[src/rtl/scancode_pkg.sv]
// scancode_pkg
//   Shared definitions for the scancode scheduler slice: byte widths, the
//   PS/2 break prefix and the issue-FSM state encoding.
package scancode_pkg;

    localparam int SCANCODE_W = 8;
    localparam int KEYCODE_W  = 8;

    // Set 2 break prefix; it travels through the scheduler like any other byte.
    localparam logic [SCANCODE_W-1:0] BREAK_PREFIX = 8'hF0;

    typedef enum logic [1:0] {
        ST_IDLE,
        ST_ISSUE,
        ST_GAP
    } sched_state_e;

endpackage

[src/rtl/scancode_sched_if.sv]
// scancode_sched_if
//   Handshake bundle around the scheduler.
//   Converter side : conv_strobe/conv_code out, conv_valid/conv_keycode back.
//   Consumer side  : kbd_ready/kbd_data out, kbd_ack back.
//   master = the scheduler, slave = converter plus consumer.
interface scancode_sched_if;
    import scancode_pkg::*;

    logic                  conv_strobe;
    logic [SCANCODE_W-1:0] conv_code;
    logic                  conv_valid;
    logic [KEYCODE_W-1:0]  conv_keycode;
    logic                  kbd_ready;
    logic [KEYCODE_W-1:0]  kbd_data;
    logic                  kbd_ack;

    modport master (
        output conv_strobe, conv_code, kbd_ready, kbd_data,
        input  conv_valid, conv_keycode, kbd_ack
    );

    modport slave (
        input  conv_strobe, conv_code, kbd_ready, kbd_data,
        output conv_valid, conv_keycode, kbd_ack
    );

endinterface

[src/rtl/scancode_fifo.sv]
// scancode_fifo
//   DEPTH-entry byte FIFO with registered occupancy.
//   Ports: clk, reset (async, active-low), push/wdata, pop/rdata (head is
//   shown combinationally), full, empty, drop (push refused), level.
//   A push while full is accepted only if a pop happens in the same cycle.
module scancode_fifo
    import scancode_pkg::*;
#(
    parameter int DEPTH = 8,
    parameter int LW    = $clog2(DEPTH + 1)
) (
    input  logic                  clk,
    input  logic                  reset,
    input  logic                  push,
    input  logic [SCANCODE_W-1:0] wdata,
    input  logic                  pop,
    output logic [SCANCODE_W-1:0] rdata,
    output logic                  full,
    output logic                  empty,
    output logic                  drop,
    output logic [LW-1:0]         level
);

    localparam int AW = $clog2(DEPTH);

    logic [SCANCODE_W-1:0] mem_q [DEPTH];
    logic [AW-1:0]         wr_ptr_q, wr_ptr_d;
    logic [AW-1:0]         rd_ptr_q, rd_ptr_d;
    logic [LW-1:0]         count_q,  count_d;
    logic                  push_ok, pop_ok;

    assign full    = (count_q == LW'(DEPTH));
    assign empty   = (count_q == '0);
    assign pop_ok  = pop && !empty;
    assign push_ok = push && (!full || pop_ok);
    assign drop    = push && !push_ok;
    assign rdata   = mem_q[rd_ptr_q];
    assign level   = count_q;

    // NOTE: every always_comb output gets a default first so no path can infer a latch.
    always_comb begin
        wr_ptr_d = wr_ptr_q;
        rd_ptr_d = rd_ptr_q;
        count_d  = count_q;
        // DEPTH is a power of two, so pointer overflow is the modulo wrap.
        if (push_ok) wr_ptr_d = wr_ptr_q + AW'(1);
        if (pop_ok)  rd_ptr_d = rd_ptr_q + AW'(1);
        case ({push_ok, pop_ok})
            2'b10:   count_d = count_q + LW'(1);
            2'b01:   count_d = count_q - LW'(1);
            default: count_d = count_q;
        endcase
    end

    // NOTE: state flops use non-blocking assignments so every flop samples pre-edge values.
    always_ff @(posedge clk or negedge reset) begin
        if (!reset) begin
            wr_ptr_q <= '0;
            rd_ptr_q <= '0;
            count_q  <= '0;
        end else begin
            wr_ptr_q <= wr_ptr_d;
            rd_ptr_q <= rd_ptr_d;
            count_q  <= count_d;
        end
    end

    // NOTE: storage is deliberately not reset; the pointers alone decide what is valid.
    always_ff @(posedge clk) begin
        if (push_ok) mem_q[wr_ptr_q] <= wdata;
    end

endmodule

[src/rtl/scancode_sched.sv]
// scancode_sched
//   Paces raw PS/2 scancodes into scancode_convert and holds each keycode
//   until the consumer acknowledges it.
//   Ports: clk, reset (async, active-low), ps2_strobe/ps2_code (byte in),
//   bus (converter + consumer handshakes), overrun/clear_overrun (sticky
//   loss flag), fifo_level (buffered byte count).
module scancode_sched
    import scancode_pkg::*;
#(
    parameter int DEPTH = 8,
    parameter int GAP   = 100,
    parameter int LW    = $clog2(DEPTH + 1)
) (
    input  logic                  clk,
    input  logic                  reset,
    input  logic                  ps2_strobe,
    input  logic [SCANCODE_W-1:0] ps2_code,
    scancode_sched_if.master      bus,
    output logic                  overrun,
    input  logic                  clear_overrun,
    output logic [LW-1:0]         fifo_level
);

    localparam int            CW       = $clog2(GAP + 1);
    localparam logic [CW-1:0] GAP_LOAD = CW'(GAP);

    sched_state_e          state_q;
    logic [CW-1:0]         cnt_q;
    logic                  conv_strobe_q;
    logic [SCANCODE_W-1:0] conv_code_q;
    logic                  kbd_ready_q, kbd_ready_d;
    logic [KEYCODE_W-1:0]  kbd_data_q,  kbd_data_d;
    logic                  overrun_q,   overrun_d;

    logic                  fifo_pop, fifo_full, fifo_empty, fifo_drop;
    logic [SCANCODE_W-1:0] fifo_head;
    logic                  kbd_lost;

    // Back-pressure: only pull a new byte when the output slot is free or is
    // being freed this very cycle.
    assign fifo_pop = (state_q == ST_IDLE) && !fifo_empty &&
                      (!kbd_ready_q || bus.kbd_ack);

    scancode_fifo #(
        .DEPTH (DEPTH),
        .LW    (LW)
    ) u_fifo (
        .clk   (clk),
        .reset (reset),
        .push  (ps2_strobe),
        .wdata (ps2_code),
        .pop   (fifo_pop),
        .rdata (fifo_head),
        .full  (fifo_full),
        .empty (fifo_empty),
        .drop  (fifo_drop),
        .level (fifo_level)
    );

    // The counter is loaded on the pop and runs down through ISSUE and GAP;
    // leaving when it reaches 0 makes strobes exactly GAP+1 clocks apart
    // under continuous demand.
    always_ff @(posedge clk or negedge reset) begin
        if (!reset) begin
            state_q       <= ST_IDLE;
            cnt_q         <= '0;
            conv_strobe_q <= 1'b0;
            conv_code_q   <= '0;
        end else begin
            case (state_q)
                ST_IDLE: begin
                    conv_strobe_q <= 1'b0;
                    if (fifo_pop) begin
                        conv_code_q <= fifo_head;
                        cnt_q       <= GAP_LOAD;
                        state_q     <= ST_ISSUE;
                    end
                end
                ST_ISSUE: begin
                    conv_strobe_q <= 1'b1;
                    cnt_q         <= cnt_q - CW'(1);
                    state_q       <= (cnt_q == CW'(1)) ? ST_IDLE : ST_GAP;
                end
                ST_GAP: begin
                    conv_strobe_q <= 1'b0;
                    cnt_q         <= cnt_q - CW'(1);
                    if (cnt_q == CW'(1)) state_q <= ST_IDLE;
                end
                default: begin
                    conv_strobe_q <= 1'b0;
                    cnt_q         <= '0;
                    state_q       <= ST_IDLE;
                end
            endcase
        end
    end

    // An ack in the same cycle as a new keycode frees the slot for the new
    // one, so that case is not a loss.
    always_comb begin
        kbd_ready_d = kbd_ready_q;
        kbd_data_d  = kbd_data_q;
        kbd_lost    = 1'b0;
        if (bus.conv_valid) begin
            kbd_data_d  = bus.conv_keycode;
            kbd_ready_d = 1'b1;
            kbd_lost    = kbd_ready_q && !bus.kbd_ack;
        end else if (bus.kbd_ack) begin
            kbd_ready_d = 1'b0;
        end
    end

    // A new loss wins over a clear arriving in the same cycle.
    always_comb begin
        overrun_d = overrun_q;
        if (fifo_drop || kbd_lost) overrun_d = 1'b1;
        else if (clear_overrun)    overrun_d = 1'b0;
    end

    always_ff @(posedge clk or negedge reset) begin
        if (!reset) begin
            kbd_ready_q <= 1'b0;
            kbd_data_q  <= '0;
            overrun_q   <= 1'b0;
        end else begin
            kbd_ready_q <= kbd_ready_d;
            kbd_data_q  <= kbd_data_d;
            overrun_q   <= overrun_d;
        end
    end

    assign bus.conv_strobe = conv_strobe_q;
    assign bus.conv_code   = conv_code_q;
    assign bus.kbd_ready   = kbd_ready_q;
    assign bus.kbd_data    = kbd_data_q;
    assign overrun         = overrun_q;

endmodule

[src/flat_wrapper.sv]
// flat-port wrapper written by rule: the top's interface ports become plain ports
module scancode_sched_flat import scancode_pkg::*;
#(
    parameter int DEPTH = 8,
    parameter int GAP   = 100,
    parameter int LW    = $clog2(DEPTH + 1)
)
  (clk, reset, ps2_strobe, ps2_code, overrun, clear_overrun, fifo_level, bus_conv_strobe, bus_conv_code, bus_kbd_ready, bus_kbd_data, bus_conv_valid, bus_conv_keycode, bus_kbd_ack);
  scancode_sched_if bus_i ();
  input  logic clk;
  input  logic reset;
  input  logic ps2_strobe;
  input  logic [SCANCODE_W-1:0] ps2_code;
  output logic overrun;
  input  logic clear_overrun;
  output logic [LW-1:0] fifo_level;
  output wire logic [$bits(bus_i.conv_strobe)-1:0] bus_conv_strobe;
  output wire logic [$bits(bus_i.conv_code)-1:0] bus_conv_code;
  output wire logic [$bits(bus_i.kbd_ready)-1:0] bus_kbd_ready;
  output wire logic [$bits(bus_i.kbd_data)-1:0] bus_kbd_data;
  input wire logic [$bits(bus_i.conv_valid)-1:0] bus_conv_valid;
  input wire logic [$bits(bus_i.conv_keycode)-1:0] bus_conv_keycode;
  input wire logic [$bits(bus_i.kbd_ack)-1:0] bus_kbd_ack;
  assign bus_conv_strobe = bus_i.conv_strobe;
  assign bus_conv_code = bus_i.conv_code;
  assign bus_kbd_ready = bus_i.kbd_ready;
  assign bus_kbd_data = bus_i.kbd_data;
  assign bus_i.conv_valid = bus_conv_valid;
  assign bus_i.conv_keycode = bus_conv_keycode;
  assign bus_i.kbd_ack = bus_kbd_ack;
  scancode_sched #(.DEPTH(DEPTH), .GAP(GAP), .LW(LW)) u_core (.clk(clk), .reset(reset), .ps2_strobe(ps2_strobe), .ps2_code(ps2_code), .bus(bus_i), .overrun(overrun), .clear_overrun(clear_overrun), .fifo_level(fifo_level));
endmodule
[config.mk]
export PLATFORM = sky130hd
export DESIGN_NAME = scancode_sched_flat
export DESIGN_NICKNAME = d
export VERILOG_FILES = /design/src/rtl/scancode_pkg.sv /design/src/rtl/scancode_sched_if.sv /design/src/rtl/scancode_fifo.sv /design/src/rtl/scancode_sched.sv /design/src/flat_wrapper.sv
export SDC_FILE = /design/constraint.sdc
export NUM_CORES = 1
export LEC_CHECK = 0
export ABC_AREA = 0
export BUFFER_PORTS_ARGS = -buffer_cell sky130_fd_sc_hd__buf_2
export CAP_MARGIN = 20
export CELL_PAD_IN_SITES_DETAIL_PLACEMENT = 1
export CELL_PAD_IN_SITES_GLOBAL_PLACEMENT = 1
export CORE_MARGIN = 2
export CORE_UTILIZATION = 49
export CTS_CLUSTER_SIZE = 12
export DETAILED_ROUTE_END_ITERATION = 7
export PLACE_DENSITY_LB_ADDON = 0.1
export SETUP_SLACK_MARGIN = 0.1
export SLEW_MARGIN = 25
export SYNTH_ARGS = -nofsm -noshare
export SYNTH_HDL_FRONTEND = slang
export SYNTH_HIERARCHICAL = 1
export SYNTH_SLANG_ARGS = --single-unit
[constraint.sdc]
create_clock -name clk -period 4.5 [get_ports clk]
set_input_delay 0.225 -clock clk [delete_from_list [all_inputs] [get_ports clk]]
set_output_delay 0.225 -clock clk [all_outputs]
set_load 0.02 [all_outputs]
==> metrics.md <==
| Metric | Value |
|---|---|
| Outcome | completed |
| CTS tree | yes |
| Area grow syn2layout | 12.6% |
| Number of flops mapped to enable cells by yosys | between 60 and 70 |
| Area of the die | 9710 µm² |
| Routed Wire Length | roughly 8400 µm |
| Layout cells sized above 1 | 0.359 |
| Mapped Avg Cell Area | around 17 µm² |
| Row cnt | 34 |
| Largest net degree at the start of global routing | 39 |
| Yosys cell types | 48 |
| Vias in the first global route | about 2500 |
| Hold WC Path Type | primary input to register |
| Commonest cells after routing, fill and taps aside | edfxtp_1, buf_2, dfrtp_1, mux2_2, mux4_2 |
| Fmax | roughly 330 MHz |
| Grt total ovfl | 0 |
| Clock buffer depth | 2 |
| Period utilization | 0.666 |
| Reg-to-reg startpoint | u_core/u_fifo/level[0]$_DFFE_PN0P_ |
| Diodes inserted | 0 |
| Initial DRC count | 69 |
| Die span in y | between 90 and 100 µm |
| Seq/Total Area, Yosys | 0.656 |
| Drt drc | 0 |
| Total global-route track usage | 0.189 |
| First-pass GRT wire length | approximately 14000 µm |
| Core box area | just under 9000 µm² |
| Buffers on Ports | 44 |
| Pwr Total | approximately 3200 µW |
| Top FF cell, synth | edfxtp_1 |
| Final Hold Viols | 0 |
| Crit path buffers/inverters | 1 |
| Flop-to-flop setup slack | ~1500 ps |
| Crit path arrival time | approximately 3300 ps |
| Hold path cells | 2 |
| HPWL Detailed | approximately 5700 µm |
| RePlAce Congestion | 0.809 |
| Nets@finish | between 300 and 400 |
| Syn Inst Count | between 200 and 300 |
| Via count | around 2400 |
| Htree depth | 3 |
| Clock Skew | 14.3 ps |
| Later-pin clock latency in the skew report | approximately 370 ps |
| Via density | between 5 and 6 |
| Post-CTS setup buffers | 0 |
| Critical-path maximum fanout | 8 |
| Worst VDD drop | approximately 0.25 mV |
| Inserted Clock Buffers | 9 |
| TritonRoute pass-1 iters | 4 |
| Clock sink total | about 100 |
| Slew headroom | 0.324 |
| Worst Hold Launch | bus_conv_keycode[0] |
| Max incr delay on CP | approximately 400 ps |
| Yosys warning total | 6 |
| Cell Area, Placed | 4720 µm² |
| Finished Layout Cells | 428 |
| R2R cell count | 11 |
| Number of synthesized register bits | approximately 100 |
| # resized after CTS | 0 |
| Max_cap viols | 0 |
| Post-route design area | roughly 4900 µm² |
| Clock Tree Root | clkbuf_8 |
| Worst EP required | around 4800 ps |
| # placed instances | around 400 |
| Syn nets | between 200 and 300 |
| Post-route ant nets | 0 |
| Pwr per Cell Area | 653 nW/µm² |
| Worst-Margin Slew | between 1000 and 1500 ps |
| Setup violators final | 0 |
| Initial core utilization | 0.505 |
| Setup Crit Path Kind | register to register |
| Slowest CP cell | dfrtp_1 |
| Routed wire length per instance | 19.7 µm |
| Antenna violations before repair | 0 |
| Post-Syn Area | between 4000 and 5000 µm² |
| Reg-to-reg endpoint | u_core/u_fifo/level[3]$_DFFE_PN0P_ |
| Worst-path cell chain | or3_1, nor2_1, nor3b_2, o21ai_2, or2_2, inv_1, ha_1, or2_2, and2_1, a221o_1, o221ai_1 |
| Synth async-reset ratio | 0.373 |
| Minimum clock period | 3000 ps |
| I/O pins | 45 |
| RSZ-0062 raised after global routing | false |
| CTS clk-pin slew, worst paths | 100 ps |
| Max Slew Vio Count | 0 |
| Fin Setup TNS | 0 ps |
| Leak | between 0.0015 and 0.002 µW |
| Critical Path Start Type | register |
| Fillers | 822 |
| Worst Hold End | u_core/bus.kbd_data[0]$_DFFE_PN0P_ |
| Crit-path leading delay family | simple AND/OR/NAND/NOR gates |
| Crit end category | register |
| Die Wd | 98.6 µm |
| Most used cell, CP | or2_2 |
| Commonest non-fill, non-tap cell in the layout | edfxtp_1 |
-- layer usage --
metal	track usage	routed length (µm)
met5	0	0
met4	0.0664	125
met3	0.0369	324
met2	0.288	3980
met1	0.276	4010
-- flip-flops by register name, indices dropped and copies added, names as in the netlist --
register,count
u_core/u_fifo/rd_ptr_q,3
u_core/bus.conv_strobe,1
u_core/u_fifo/wr_ptr_q,3
u_core/u_fifo/mem_q,64
u_core/overrun,1
u_core/u_fifo/level,4
u_core/bus.kbd_data,8
u_core/bus.kbd_ready,1
u_core/bus.conv_code,8
u_core/state_q,2
u_core/cnt_q,7
-- worst max path at each step --
stage	start	to	slack, ps	cells past startpoint
after detailed placement	u_core/u_fifo/level[0]$_DFFE_PN0P_	u_core/u_fifo/level[3]$_DFFE_PN0P_	1530	11
after CTS	u_core/u_fifo/level[1]$_DFFE_PN0P_	u_core/u_fifo/level[3]$_DFFE_PN0P_	1490	11
final	u_core/u_fifo/level[0]$_DFFE_PN0P_	u_core/u_fifo/level[3]$_DFFE_PN0P_	1500	11
after floorplan	u_core/u_fifo/level[1]$_DFFE_PN0P_	u_core/u_fifo/level[3]$_DFFE_PN0P_	1300	13
after global placement	u_core/u_fifo/level[1]$_DFFE_PN0P_	u_core/u_fifo/level[3]$_DFFE_PN0P_	1610	11
after global routing	u_core/state_q[1]$_DFFE_PN0P_	u_core/u_fifo/level[3]$_DFFE_PN0P_	1320	11
-- metrics by stage --
step	setup slack [ps]	hold WS, ps	util
after detailed placement	1530	428	0.543
after global placement	1610	413	0.543
after CTS	1490	23.4	0.567
after global routing	1320	65.8	0.568
final	1500	78.6	0.568
after floorplan	1300	-70.6	-
-- area by class of cell --
type	count	area, µm²	share of cell area
inverters	12	45.0	0.00913
well taps	108	135	0.0274
repair buffers	49	263	0.0533
multi-input cells	141	1410	0.286
flip-flops and latches	102	2870	0.583
clock buffers	11	141	0.0287
clock inverters	5	62.6	0.0127
-- cells by family (layout without fill, tap and decap cells) --
group	Yosys count	count (layout)	synth area share
buf+inv	21	77	0.0231
compound gates	24	24	0.0454
simple gates	51	51	0.0637
xor+xnor	7	7	0.0140
flops	102	102	0.656
mux	47	47	0.162
fa+ha+maj	12	12	0.0360
-- Yosys cell counts, types with 4 or more instances --
library cell / n / area (µm²)
mux2_2: 25 / 282
o21ai_0: 6 / 30.0
inv_1: 12 / 45.0
ha_1: 11 / 138
nand2_1: 9 / 33.8
edfxtp_1: 64 / 1920
nand3_1: 4 / 20.0
nand2b_1: 4 / 25.0
nor2_1: 12 / 45.0
dfrtp_1: 38 / 951
mux4_2: 16 / 360
xnor2_1: 4 / 35.0
-- power breakdown --
| part | switching (µW) | internal, µW | total, µW |
|---|---|---|---|
| sequential | 223 | 1230 | 1450 |
| clock | 318 | 279 | 597 |
| combinational | 583 | 591 | 1170 |
| total | 1120 | 2100 | 3220 |
-- repair_timing --
action	CTS	global route
setup endpoints to repair	0	0
hold buffers	0	1
endpoints found under the hold margin	0	38
Power figures use the tool's default switching activity.
